**config.mk**
```make
export PLATFORM = sky130hd
export DESIGN_NAME = wb_stage
export DESIGN_NICKNAME = d
export VERILOG_FILES = /design/src/rtl/wb_stage.sv
export SDC_FILE = /design/constraint.sdc
export NUM_CORES = 1
export LEC_CHECK = 0
export CORE_MARGIN = 2
export CORE_UTILIZATION = 36
export CTS_BUF_LIST = sky130_fd_sc_hd__clkbuf_2
export CTS_CLUSTER_SIZE = 16
export DETAILED_ROUTE_END_ITERATION = 10
export HOLD_SLACK_MARGIN = 0.03
export SYNTH_ARGS = -nofsm -noshare
export SYNTH_HDL_FRONTEND = slang
export SYNTH_SLANG_ARGS = --single-unit
```
**constraint.sdc**
```tcl
create_clock -name i_clk -period 2.5 [get_ports i_clk]
set_input_delay 0.375 -clock i_clk [delete_from_list [all_inputs] [get_ports i_clk]]
set_output_delay 0.375 -clock i_clk [all_outputs]
set_load 0.02 [all_outputs]
```
**src/rtl/wb_stage.sv**
```systemverilog
// wb_stage: MEM->WB pipeline register, load extraction, writeback mux and WB->ID bypass.
// Defining WB_INSTRET_EN adds the 64-bit retired-instruction counter o_instret.
module wb_stage (
  input  logic        i_clk,
  input  logic        i_rst,
  input  logic        MEM_insn_vld,
  input  logic        MEM_rd_wren,
  input  logic [4:0]  MEM_rd_addr,
  input  logic [1:0]  MEM_wb_sel,
  input  logic [2:0]  MEM_funct3,
  input  logic [31:0] MEM_alu_data,
  input  logic [31:0] MEM_ld_data,
  input  logic [31:0] MEM_pc,
  input  logic [1:0]  MEM_addr_lsb,
  input  logic        i_stall,
  input  logic        i_flush,
  input  logic [4:0]  ID_rs1_addr,
  input  logic [4:0]  ID_rs2_addr,
  input  logic        id_is_rs1,
  input  logic        id_is_rs2,
  output logic        WB_rd_wren,
  output logic [4:0]  WB_rd_addr,
  output logic [31:0] WB_wb_data,
  output logic        ID_forward_rs1,
  output logic        ID_forward_rs2,
  output logic        WB_insn_vld
`ifdef WB_INSTRET_EN
  ,
  output logic [63:0] o_instret
`endif
);

  logic        valid_q, valid_d;
  logic        rd_wren_q, rd_wren_d;
  logic [4:0]  rd_addr_q, rd_addr_d;
  logic [1:0]  wb_sel_q, wb_sel_d;
  logic [2:0]  funct3_q, funct3_d;
  logic [31:0] alu_q, alu_d;
  logic [31:0] ld_q, ld_d;
  logic [31:0] pc_q, pc_d;
  logic [1:0]  lsb_q, lsb_d;

  logic [7:0]  byte_sel;
  logic [15:0] half_sel;
  logic [31:0] ld_ext;
  logic [31:0] wb_mux;
  logic        wren_int;

  // Flush only kills valid; the payload fields keep their held contents.
  always_comb begin
    valid_d   = valid_q;
    rd_wren_d = rd_wren_q;
    rd_addr_d = rd_addr_q;
    wb_sel_d  = wb_sel_q;
    funct3_d  = funct3_q;
    alu_d     = alu_q;
    ld_d      = ld_q;
    pc_d      = pc_q;
    lsb_d     = lsb_q;
    if (i_flush) begin
      valid_d = 1'b0;
    end else if (!i_stall) begin
      valid_d   = MEM_insn_vld;
      rd_wren_d = MEM_rd_wren;
      rd_addr_d = MEM_rd_addr;
      wb_sel_d  = MEM_wb_sel;
      funct3_d  = MEM_funct3;
      alu_d     = MEM_alu_data;
      ld_d      = MEM_ld_data;
      pc_d      = MEM_pc;
      lsb_d     = MEM_addr_lsb;
    end
  end

  always_ff @(posedge i_clk) begin
    if (i_rst) begin
      valid_q   <= 1'b0;
      rd_wren_q <= 1'b0;
      rd_addr_q <= 5'd0;
      wb_sel_q  <= 2'd0;
      funct3_q  <= 3'd0;
      alu_q     <= 32'd0;
      ld_q      <= 32'd0;
      pc_q      <= 32'd0;
      lsb_q     <= 2'd0;
    end else begin
      valid_q   <= valid_d;
      rd_wren_q <= rd_wren_d;
      rd_addr_q <= rd_addr_d;
      wb_sel_q  <= wb_sel_d;
      funct3_q  <= funct3_d;
      alu_q     <= alu_d;
      ld_q      <= ld_d;
      pc_q      <= pc_d;
      lsb_q     <= lsb_d;
    end
  end

  // Halfword select uses lsb[1] only, so a misaligned half silently aligns down.
  always_comb begin
    byte_sel = ld_q[7:0];
    case (lsb_q)
      2'b00: byte_sel = ld_q[7:0];
      2'b01: byte_sel = ld_q[15:8];
      2'b10: byte_sel = ld_q[23:16];
      2'b11: byte_sel = ld_q[31:24];
      default: byte_sel = ld_q[7:0];
    endcase
    half_sel = lsb_q[1] ? ld_q[31:16] : ld_q[15:0];
    ld_ext = ld_q;
    case (funct3_q)
      3'b000: ld_ext = {{24{byte_sel[7]}}, byte_sel};
      3'b001: ld_ext = {{16{half_sel[15]}}, half_sel};
      3'b100: ld_ext = {24'd0, byte_sel};
      3'b101: ld_ext = {16'd0, half_sel};
      default: ld_ext = ld_q;
    endcase
    wb_mux = alu_q;
    case (wb_sel_q)
      2'b01: wb_mux = ld_ext;
      2'b10: wb_mux = pc_q + 32'd4;
      default: wb_mux = alu_q;
    endcase
  end

  // Outputs are forced low while reset is asserted, not just after the reset edge.
  assign wren_int       = !i_rst && valid_q && rd_wren_q && (rd_addr_q != 5'd0);
  assign WB_rd_wren     = wren_int;
  assign WB_rd_addr     = rd_addr_q;
  assign WB_wb_data     = i_rst ? 32'd0 : wb_mux;
  assign WB_insn_vld    = !i_rst && valid_q;
  assign ID_forward_rs1 = wren_int && id_is_rs1 && (rd_addr_q == ID_rs1_addr);
  assign ID_forward_rs2 = wren_int && id_is_rs2 && (rd_addr_q == ID_rs2_addr);

`ifdef WB_INSTRET_EN
  logic [63:0] instret_q, instret_d;

  always_comb begin
    instret_d = instret_q;
    if (MEM_insn_vld && !i_stall && !i_flush) instret_d = instret_q + 64'd1;
  end

  always_ff @(posedge i_clk) begin
    if (i_rst) instret_q <= 64'd0;
    else       instret_q <= instret_d;
  end

  assign o_instret = instret_q;
`endif

endmodule
```
Word level (Yosys, flattened, before mapping)
Cells that the tools add are included.

Memory bits (read-only): 0. Memories: 0. Logic and storage cells: 40. Register bits after elaboration: 110. Bits in latches: 0. Bits in writable memories: 0.

Reductions and logical operators: 13. Multipliers: 0. Divide/modulo/power cells: 0. Equal/unequal tests: 10. Shift operators: 0. Multiplexer cells: 5. $lt $le $gt $ge: 0. Add/sub/neg operators: 1. Bitwise operators: 2.

Operator list (count): 32-bit case mux with 4 select lines (1); 32-bit case mux with 2 select lines (1); 32-bit by 3-bit adder with 32-bit output (second input constant) (1); 32-bit 2-to-1 mux (1); 8-bit case mux with 4 select lines (1); 16-bit 2-to-1 mux (1); 5-bit equality test (2); 1-bit logical AND (7); 2-bit equality test (second input constant) (3); 3-bit equality test (second input constant) (2); 5-bit nonzero test (1); 2-bit by 1-bit equality test with 1-bit output (second input constant) (2); 3-bit by 1-bit equality test with 1-bit output (second input constant) (1); 3-bit logical NOT (1); 2-bit logical NOT (1); 1-bit NOT (2); 2-bit AND reduction (1); 2-bit OR reduction (1); 1-bit logical NOT (1).

Logic depth before layout (Yosys ltp)
Depth in word-level cells: 6. Gate-level depth with buffers: 8. Mapped depth without buffers: 7.

Least setup slack after synthesis
Ideal clock, no wire load.

Path kind: register to output. Start point: register pc_q[2]. End point: output port WB_wb_data[20]. Cell stages (with the launch flop): 9. Setup slack: 32 ps. Arrival time: 2093 ps. Cell sequence: dfxtp_1 > ha_1 > nand2_1 > or3_1 > buf_6 > buf_8 > nor4_1 > o21ai_0 > a221oi_1.

Word-level cells in the longest chain between the ends: 3.

Ends and longest elaborated chain: start: declaration (line 40) `logic [31:0] pc_q, pc_d;`; start signal: assignment (line 94) `pc_q <= pc_d;`; 32-bit by 3-bit adder with 32-bit output (line 121) `2'b10: wb_mux = pc_q + 32'd4;`; 32-bit case mux with 2 select lines (line 119) `case (wb_sel_q)`; 32-bit 2-to-1 mux (line 130) `assign WB_wb_data = i_rst ? 32'd0 : wb_mux;`; end: declaration (line 23) `output logic [31:0] WB_wb_data,`.

No other way between the ends.

Worst setup path after layout
Start point: register pc_q[2]. End point: output port WB_wb_data[28].

The elaborated chain is that of the path after synthesis.

==> metrics.log <==
INFO  metric max_freq = 334 MHz
INFO  metric ys.warnings.count = 0
INFO  metric synth_cells = 826
INFO  metric dr_total_vias = 6746
INFO  metric unrepaired_setup_endpoints_after_global_routing = yes
INFO  metric drt_iter0_drc = 401
INFO  metric place_congestion = 0.872
INFO  metric die_area = between 15000 and 20000 um^2
INFO  metric route.detailed.drc = 0
INFO  metric ctsHoldBuffers = 0
INFO  metric clock_skew = 0 ns
INFO  metric synth_register_bits = 110
INFO  metric synth_cell_type_count = 56
INFO  metric final-max-slew-violation-count = 0
INFO  metric total_power = 3790 uW
INFO  metric cpPeakStageDelay = 0.49 ns
INFO  metric final_hold_viol_count = 0
INFO  metric worstPathArrival = roughly 2.6 ns
INFO  metric first_global_vias = 6474
INFO  metric dieHeight = 133 um
INFO  metric postSynth.topFlopCell = sky130_fd_sc_hd__dfxtp_1
INFO  metric tritoncts = done
INFO  metric crit_chain = ha_1 > nand2_1 > or3_4 > o41a_2 > o21ai_2 > a221oi_2 > buf_4
INFO  metric dpl_cell_area = 8460 um^2
INFO  metric area_leader_netlist = sky130_fd_sc_hd__dfxtp_1
INFO  metric timing.final.ws_setup = -0.496 ns
INFO  metric synth.yosys.seq_area_share = 37.0%
INFO  metric setup_viol = 34
INFO  metric max_slew_margin = between 70% and 80%
INFO  metric starting_density_of_the_core = between 30% and 40%
INFO  metric max_cap_violations = 0
INFO  metric drt.antenna.violating_nets = 0
INFO  metric ff2ff_path_depth = 3
INFO  metric synth-async-reset-ratio = 0%
INFO  metric grt_use_total = approximately a quarter
INFO  metric grt_start_max_net_pins = just under 70
INFO  metric avgViaCountPerCell = 5.22
INFO  metric post_route_cells_drive_above_1_share = 29.6%
INFO  metric clk_latency = 0.62 ns
INFO  metric layout.cells.most_common = sky130_fd_sc_hd__nand2_1
INFO  metric clockRootBuffer = sky130_fd_sc_hd__clkbuf_2
INFO  metric grt_pass1_wl = 33700 um
INFO  metric powerDensity = just under 400 nW/um^2
INFO  metric sinks_on_the_clock_net = 110
INFO  metric mappedNetlistNets = 955
INFO  metric row_count = 47
INFO  metric place.detailed.hpwl = 15400 um
INFO  metric end_kind = output port
INFO  metric ir_drop = 0.290 mV
INFO  metric cp_max_fo = 6
INFO  metric worst-slew-pin-transition = 0.413 ns
INFO  metric cts-buffers-inserted = 9
INFO  metric nets = around 1200
INFO  metric finalCriticalPeriod = 3.00 ns
INFO  metric syn2layout_area_growth = 61.1%
INFO  metric grt.overflow.total = 0
INFO  metric r2r_setup_slack = 1.43 ns
INFO  metric p_leak = 0.00352 uW
INFO  metric post-synth-top-area-fraction = 37.0%
INFO  metric timing.final.crit_share = 120%
INFO  metric synthesis.area = 5960 um^2
INFO  metric number_of_enable_flip_flop_cells_after_synthesis = 0
INFO  metric grt_antenna_before_repair = 0
INFO  metric ctsHtreeMaxLevel = 3
INFO  metric min_path_cells = 3
INFO  metric run_status = complete, but fails checks
INFO  metric synth.area.top_cells = sky130_fd_sc_hd__dfxtp_1, sky130_fd_sc_hd__nand2_1, sky130_fd_sc_hd__a21oi_1
INFO  metric clock_slew_at_reported_path_ffs = ~0.29 ns
INFO  metric failed_checks = negative setup slack
INFO  metric critPathLaunchType = register
INFO  metric worst_setup_timing_slack_at_the_placement_stage = -0.307 ns
INFO  metric floorplan.io_pins = 167
INFO  metric num_antenna_cells = 0
INFO  metric critPathRequiredTime = 2.12 ns
INFO  metric layout_common_cells = sky130_fd_sc_hd__nand2_1, sky130_fd_sc_hd__clkdlybuf4s50_1, sky130_fd_sc_hd__a21oi_1
INFO  metric die_w = 133 um
INFO  metric wire_per_inst = around 17 um
INFO  metric fin_area = between 9000 and 10000 um^2
INFO  metric detail_route.wirelength = 21600 um
INFO  metric design.core.area = 16300 um^2
INFO  metric syn_area_per_cell = 7.21 um^2
INFO  metric master_of_the_slowest_instance_on_the_critical_path = sky130_fd_sc_hd__o41a_2
INFO  metric critical_path_class = reg2out
INFO  metric max-clock-path-buffers = 2
INFO  metric io_buffers = approximately 170
INFO  metric hold_class = in2reg
INFO  metric firstDrtPassIters = 5
[synth_stat cells, drive strengths merged, types with 11 or more instances]
cell,number
clkbuf,54
nand2b,11
inv,35
nand3,13
a31oi,13
a21oi,130
dfxtp,110
nand2,260
nor2,12
o21ai,18
nor3,14
buf,12
a221oi,19
xnor2,24
[metrics by stage]
stage | std cells | utilization, % | hold slack, ns | TNS, ns
after floorplan | 826 | - | 0.436 | 0
after global placement | 1246 | 51.8 | 0.444 | -5.94
after detailed placement | 1246 | 51.8 | 0.447 | -6.23
after CTS | 1285 | 56.3 | 0.0836 | -11.68
after global routing | 1293 | 58.7 | 0.0953 | -15.44
final | 1293 | 58.7 | 0.153 | -10.75
[what timing repair did]
| action | in CTS | in global routing |
|---|---|---|
| setup endpoints to repair | 35 | 35 |
| pin swaps | 31 | 46 |
| gates cloned | 3 | 2 |
| gates resized for setup | 322 | 70 |
| setup buffers | 23 | 10 |
[cell families (layout without fill, tap and decap cells)]
group / count (synthesis) / in the layout / share of synthesized area (%)
compound gates: 221 / 221 / 22.6
xor+xnor: 31 / 31 / 4.56
fa+ha+maj: 3 / 3 / 0.630
buf+inv: 101 / 345 / 7.02
flops: 110 / 110 / 37.0
mux: 12 / 12 / 2.40
simple gates: 348 / 351 / 25.8
[path summary, 6_finish.rpt]
path | startpoint | end
min reg2reg | alu_q[5] | alu_q[5]
min | i_rst | wb_sel_q[0]
max | pc_q[2] | WB_wb_data[28]
max reg2reg | funct3_q[1] | funct3_q[1]
[worst max-delay path: cells and delay by family (launching register included)]
family / cells / cell delay (ns)
AOI/OAI and AO/OA: 3 / 0.75
and+or+nand+nor: 2 / 0.51
DFF: 1 / 0.41
buffers and inverters: 1 / 0.17
adders and majority gates: 1 / 0.16
[flip-flops by register name, indices dropped and copies added, names as in the netlist]
name        count
alu_q          32
funct3_q        3
WB_rd_addr      5
valid_q         1
rd_wren_q       1
wb_sel_q        2
pc_q           32
lsb_q           2
ld_q           32
[power by group]
group | leakage (uW) | switching (uW) | internal (uW)
clock network | 0.0000723 | 615 | 235
registers | 0.000910 | 77.6 | 1840
logic | 0.00254 | 485 | 535
total | 0.00352 | 1180 | 2610
[layer usage]
metal  routed length (um)  vias up  GRT usage, %
met5                    0        -             0
met4                  243        0          4.78
met3                 1650       18          6.25
met2                10300      250          40.0
met1                 9430     3157          31.2
li1                     -     3321             -
[final cells by class]
type / instances / area (um^2)
clock buffers: 9 / 45.0
clock inverters: 7 / 73.8
fillers: 1530 / 6750
inverters: 35 / 131
multi-input cells: 618 / 4040
flip-flops and latches: 110 / 2240
well taps: 220 / 275
repair buffers: 294 / 2800
No activity file was read; power rests on OpenSTA's default activity.
==> RTL edit (config.mk and constraints unchanged) <==
`ld_q` no longer has a reset.
--- a/src/rtl/wb_stage.sv
+++ b/src/rtl/wb_stage.sv
@@ -80,7 +80,6 @@
       wb_sel_q  <= 2'd0;
       funct3_q  <= 3'd0;
       alu_q     <= 32'd0;
-      ld_q      <= 32'd0;
       pc_q      <= 32'd0;
       lsb_q     <= 2'd0;
     end else begin
@@ -90,10 +89,13 @@
       wb_sel_q  <= wb_sel_d;
       funct3_q  <= funct3_d;
       alu_q     <= alu_d;
-      ld_q      <= ld_d;
       pc_q      <= pc_d;
       lsb_q     <= lsb_d;
     end
+  end
+
+  always_ff @(posedge i_clk) begin
+    ld_q <= ld_d;
   end
 
   // Halfword select uses lsb[1] only, so a misaligned half silently aligns down.
Function: no difference found for any inputs over 4 cycles, from zero or initial values and one cycle with i_rst high; that may be too few to reach the edited logic, so the function may still have changed.
==> RTL edit against the original RTL <==
  * The run still ends with negative setup slack left
  * Power is 3.0% higher
  * Non-clock buffer count is 2 higher
  * Clock skew stayed put
  * Cell count is 8.4% lower
  * Sequential cell count stayed put
  * Utilization is 3.4 points higher
  * Wire length is 3.6% higher
  * Die area is 3.8% lower
  * Area after synthesis is 3.9% lower
  * Sequential share of layout area is 3.0 points higher
  * Cell area is 1.6% higher
  * Worst setup slack better by 0.023 ns
  * Critical path type unchanged
  * Critical endpoint is now WB_wb_data[31]
==> RTL edit: results (changes against the original RTL) <==
POWER
--------------------------------------------------------------------------------
Worst vdd rail ir drop ............................................    0.2383 mV   was 0.2900 mV
Cell Pwr Density .................................................. 400.3 mW/mm2   was 395.0 mW/mm2
Leakage dissipation ...............................................     3.644 nW   was 3.521 nW
Clk power .........................................................   0.000894 W   was 0.000850 W

PLACEMENT
--------------------------------------------------------------------------------
Routability congestion estimate ...................................       0.9309   was 0.8715

LOGIC SYNTHESIS
--------------------------------------------------------------------------------
Synthesized netlist net count .....................................          833   was 955
Sequential-to-total area share from yosys stat ....................       44.09%   was 36.97%
Synth Area per Inst ...............................................    8.126 um2   was 7.210 um2
Cell variety after synth ..........................................           53   was 56
Synth cell count leaders .......................................... nand2_1, a21oi_1, dfxtp_1, clkbuf_1, edfxtp_1   was nand2_1, a21oi_1, dfxtp_1, clkbuf_1, inv_1

TIMING
--------------------------------------------------------------------------------
Worst rel slew slack ..............................................       45.59%   was 72.44%
Setup violators final .............................................           33   was 34
Total negative setup slack ........................................    -10.90 ns   was -10.75 ns
Setup ws final ....................................................   -0.4727 ns   was -0.4962 ns
Worst hold slack across all endpoints .............................   0.09382 ns   was 0.1531 ns

GRT
--------------------------------------------------------------------------------
Largest net degree at the start of global routing .................          110   was 68
Via count of the first global-routing pass ........................         6310   was 6474
Global-route met1 utilization .....................................       34.69%   was 31.22%

RUN STATUS
--------------------------------------------------------------------------------
Violations in the final reports ................................... negative setup slack   unchanged
Run status ........................................................ finished with violations   unchanged

LAYOUT
--------------------------------------------------------------------------------
Inverters, non-clock ..............................................           29   was 35
Fraction of final layout cells with drive strength greater than 1 .       34.50%   was 29.64%
Clock-cell share of area ..........................................       1.257%   was 1.239%
Non-clock buffer share of cell area ...............................       29.45%   was 29.13%
Number of non-clock buffers in the layout .........................          296   was 294
Proportion of cell area occupied by multi-input gates .............       39.06%   was 42.07%
Antenna Cells .....................................................            1   was 0
Multi-In Gates ....................................................          517   was 618
Reg area .......................................................... 0.002565 mm2   was 0.002238 mm2

DIE
--------------------------------------------------------------------------------
Number of tap cells inserted ......................................          216   was 220

DRT
--------------------------------------------------------------------------------
Per-cell routed wire length .......................................     18.90 um   was 16.73 um
Total routed wire length on the met1 layer ........................      9977 um   was 9432 um
Metal3 WL .........................................................      1309 um   was 1650 um
Iteration-0 DRC count of the detailed router ......................          350   was 401

SETUP PATH
--------------------------------------------------------------------------------
Family with the most delay on the worst path ...................... simple AND/OR/NAND/NOR gates   was compound AO/OA/AOI/OAI gates
Data arrival time at the worst-slack endpoint .....................      2.60 ns   was 2.62 ns
Crit path largest cell delay ......................................      0.44 ns   was 0.49 ns
Worst setup endpoint .............................................. WB_wb_data[31]   was WB_wb_data[28]

CLOCK NETWORK
--------------------------------------------------------------------------------
Clock latency on the worst-skew pair ..............................      0.64 ns   was 0.62 ns

-- RTL edit: cell types whose count changed after synthesis, sizes merged, moves of 12 or more --
| cell | before | now |
|---|---|---|
| a21oi | 130 | 88 |
| edfxtp | 0 | 32 |
| o21ai | 18 | 30 |
| clkbuf | 54 | 36 |
| nand2 | 260 | 207 |
| dfxtp | 110 | 78 |
-- RTL edit: cell families after synthesis --
kind of cell               share of synthesized area [%]
AOI/OAI and AO/OA                                  20.54
buffers and inverters                              5.424
and+or+nand+nor                                    22.92
adders and majority gates                         0.6562
muxes                                              1.312
DFF                                                44.09
xor gates and xnor gates                           5.052
-- RTL edit: repair_timing --
item,4_1_cts,5_1_grt
endpoints found under the hold margin,0,0
setup buffers,27,12
resized for setup,376,58
endpoints found under the setup margin,35,35
cloned,1,2
pin swaps,75,42
-- RTL edit: worst min-delay path, stage by stage --
cell and delay [ns]:
buf_4 0.14, buf_12 0.19, a21oi_1 0.06
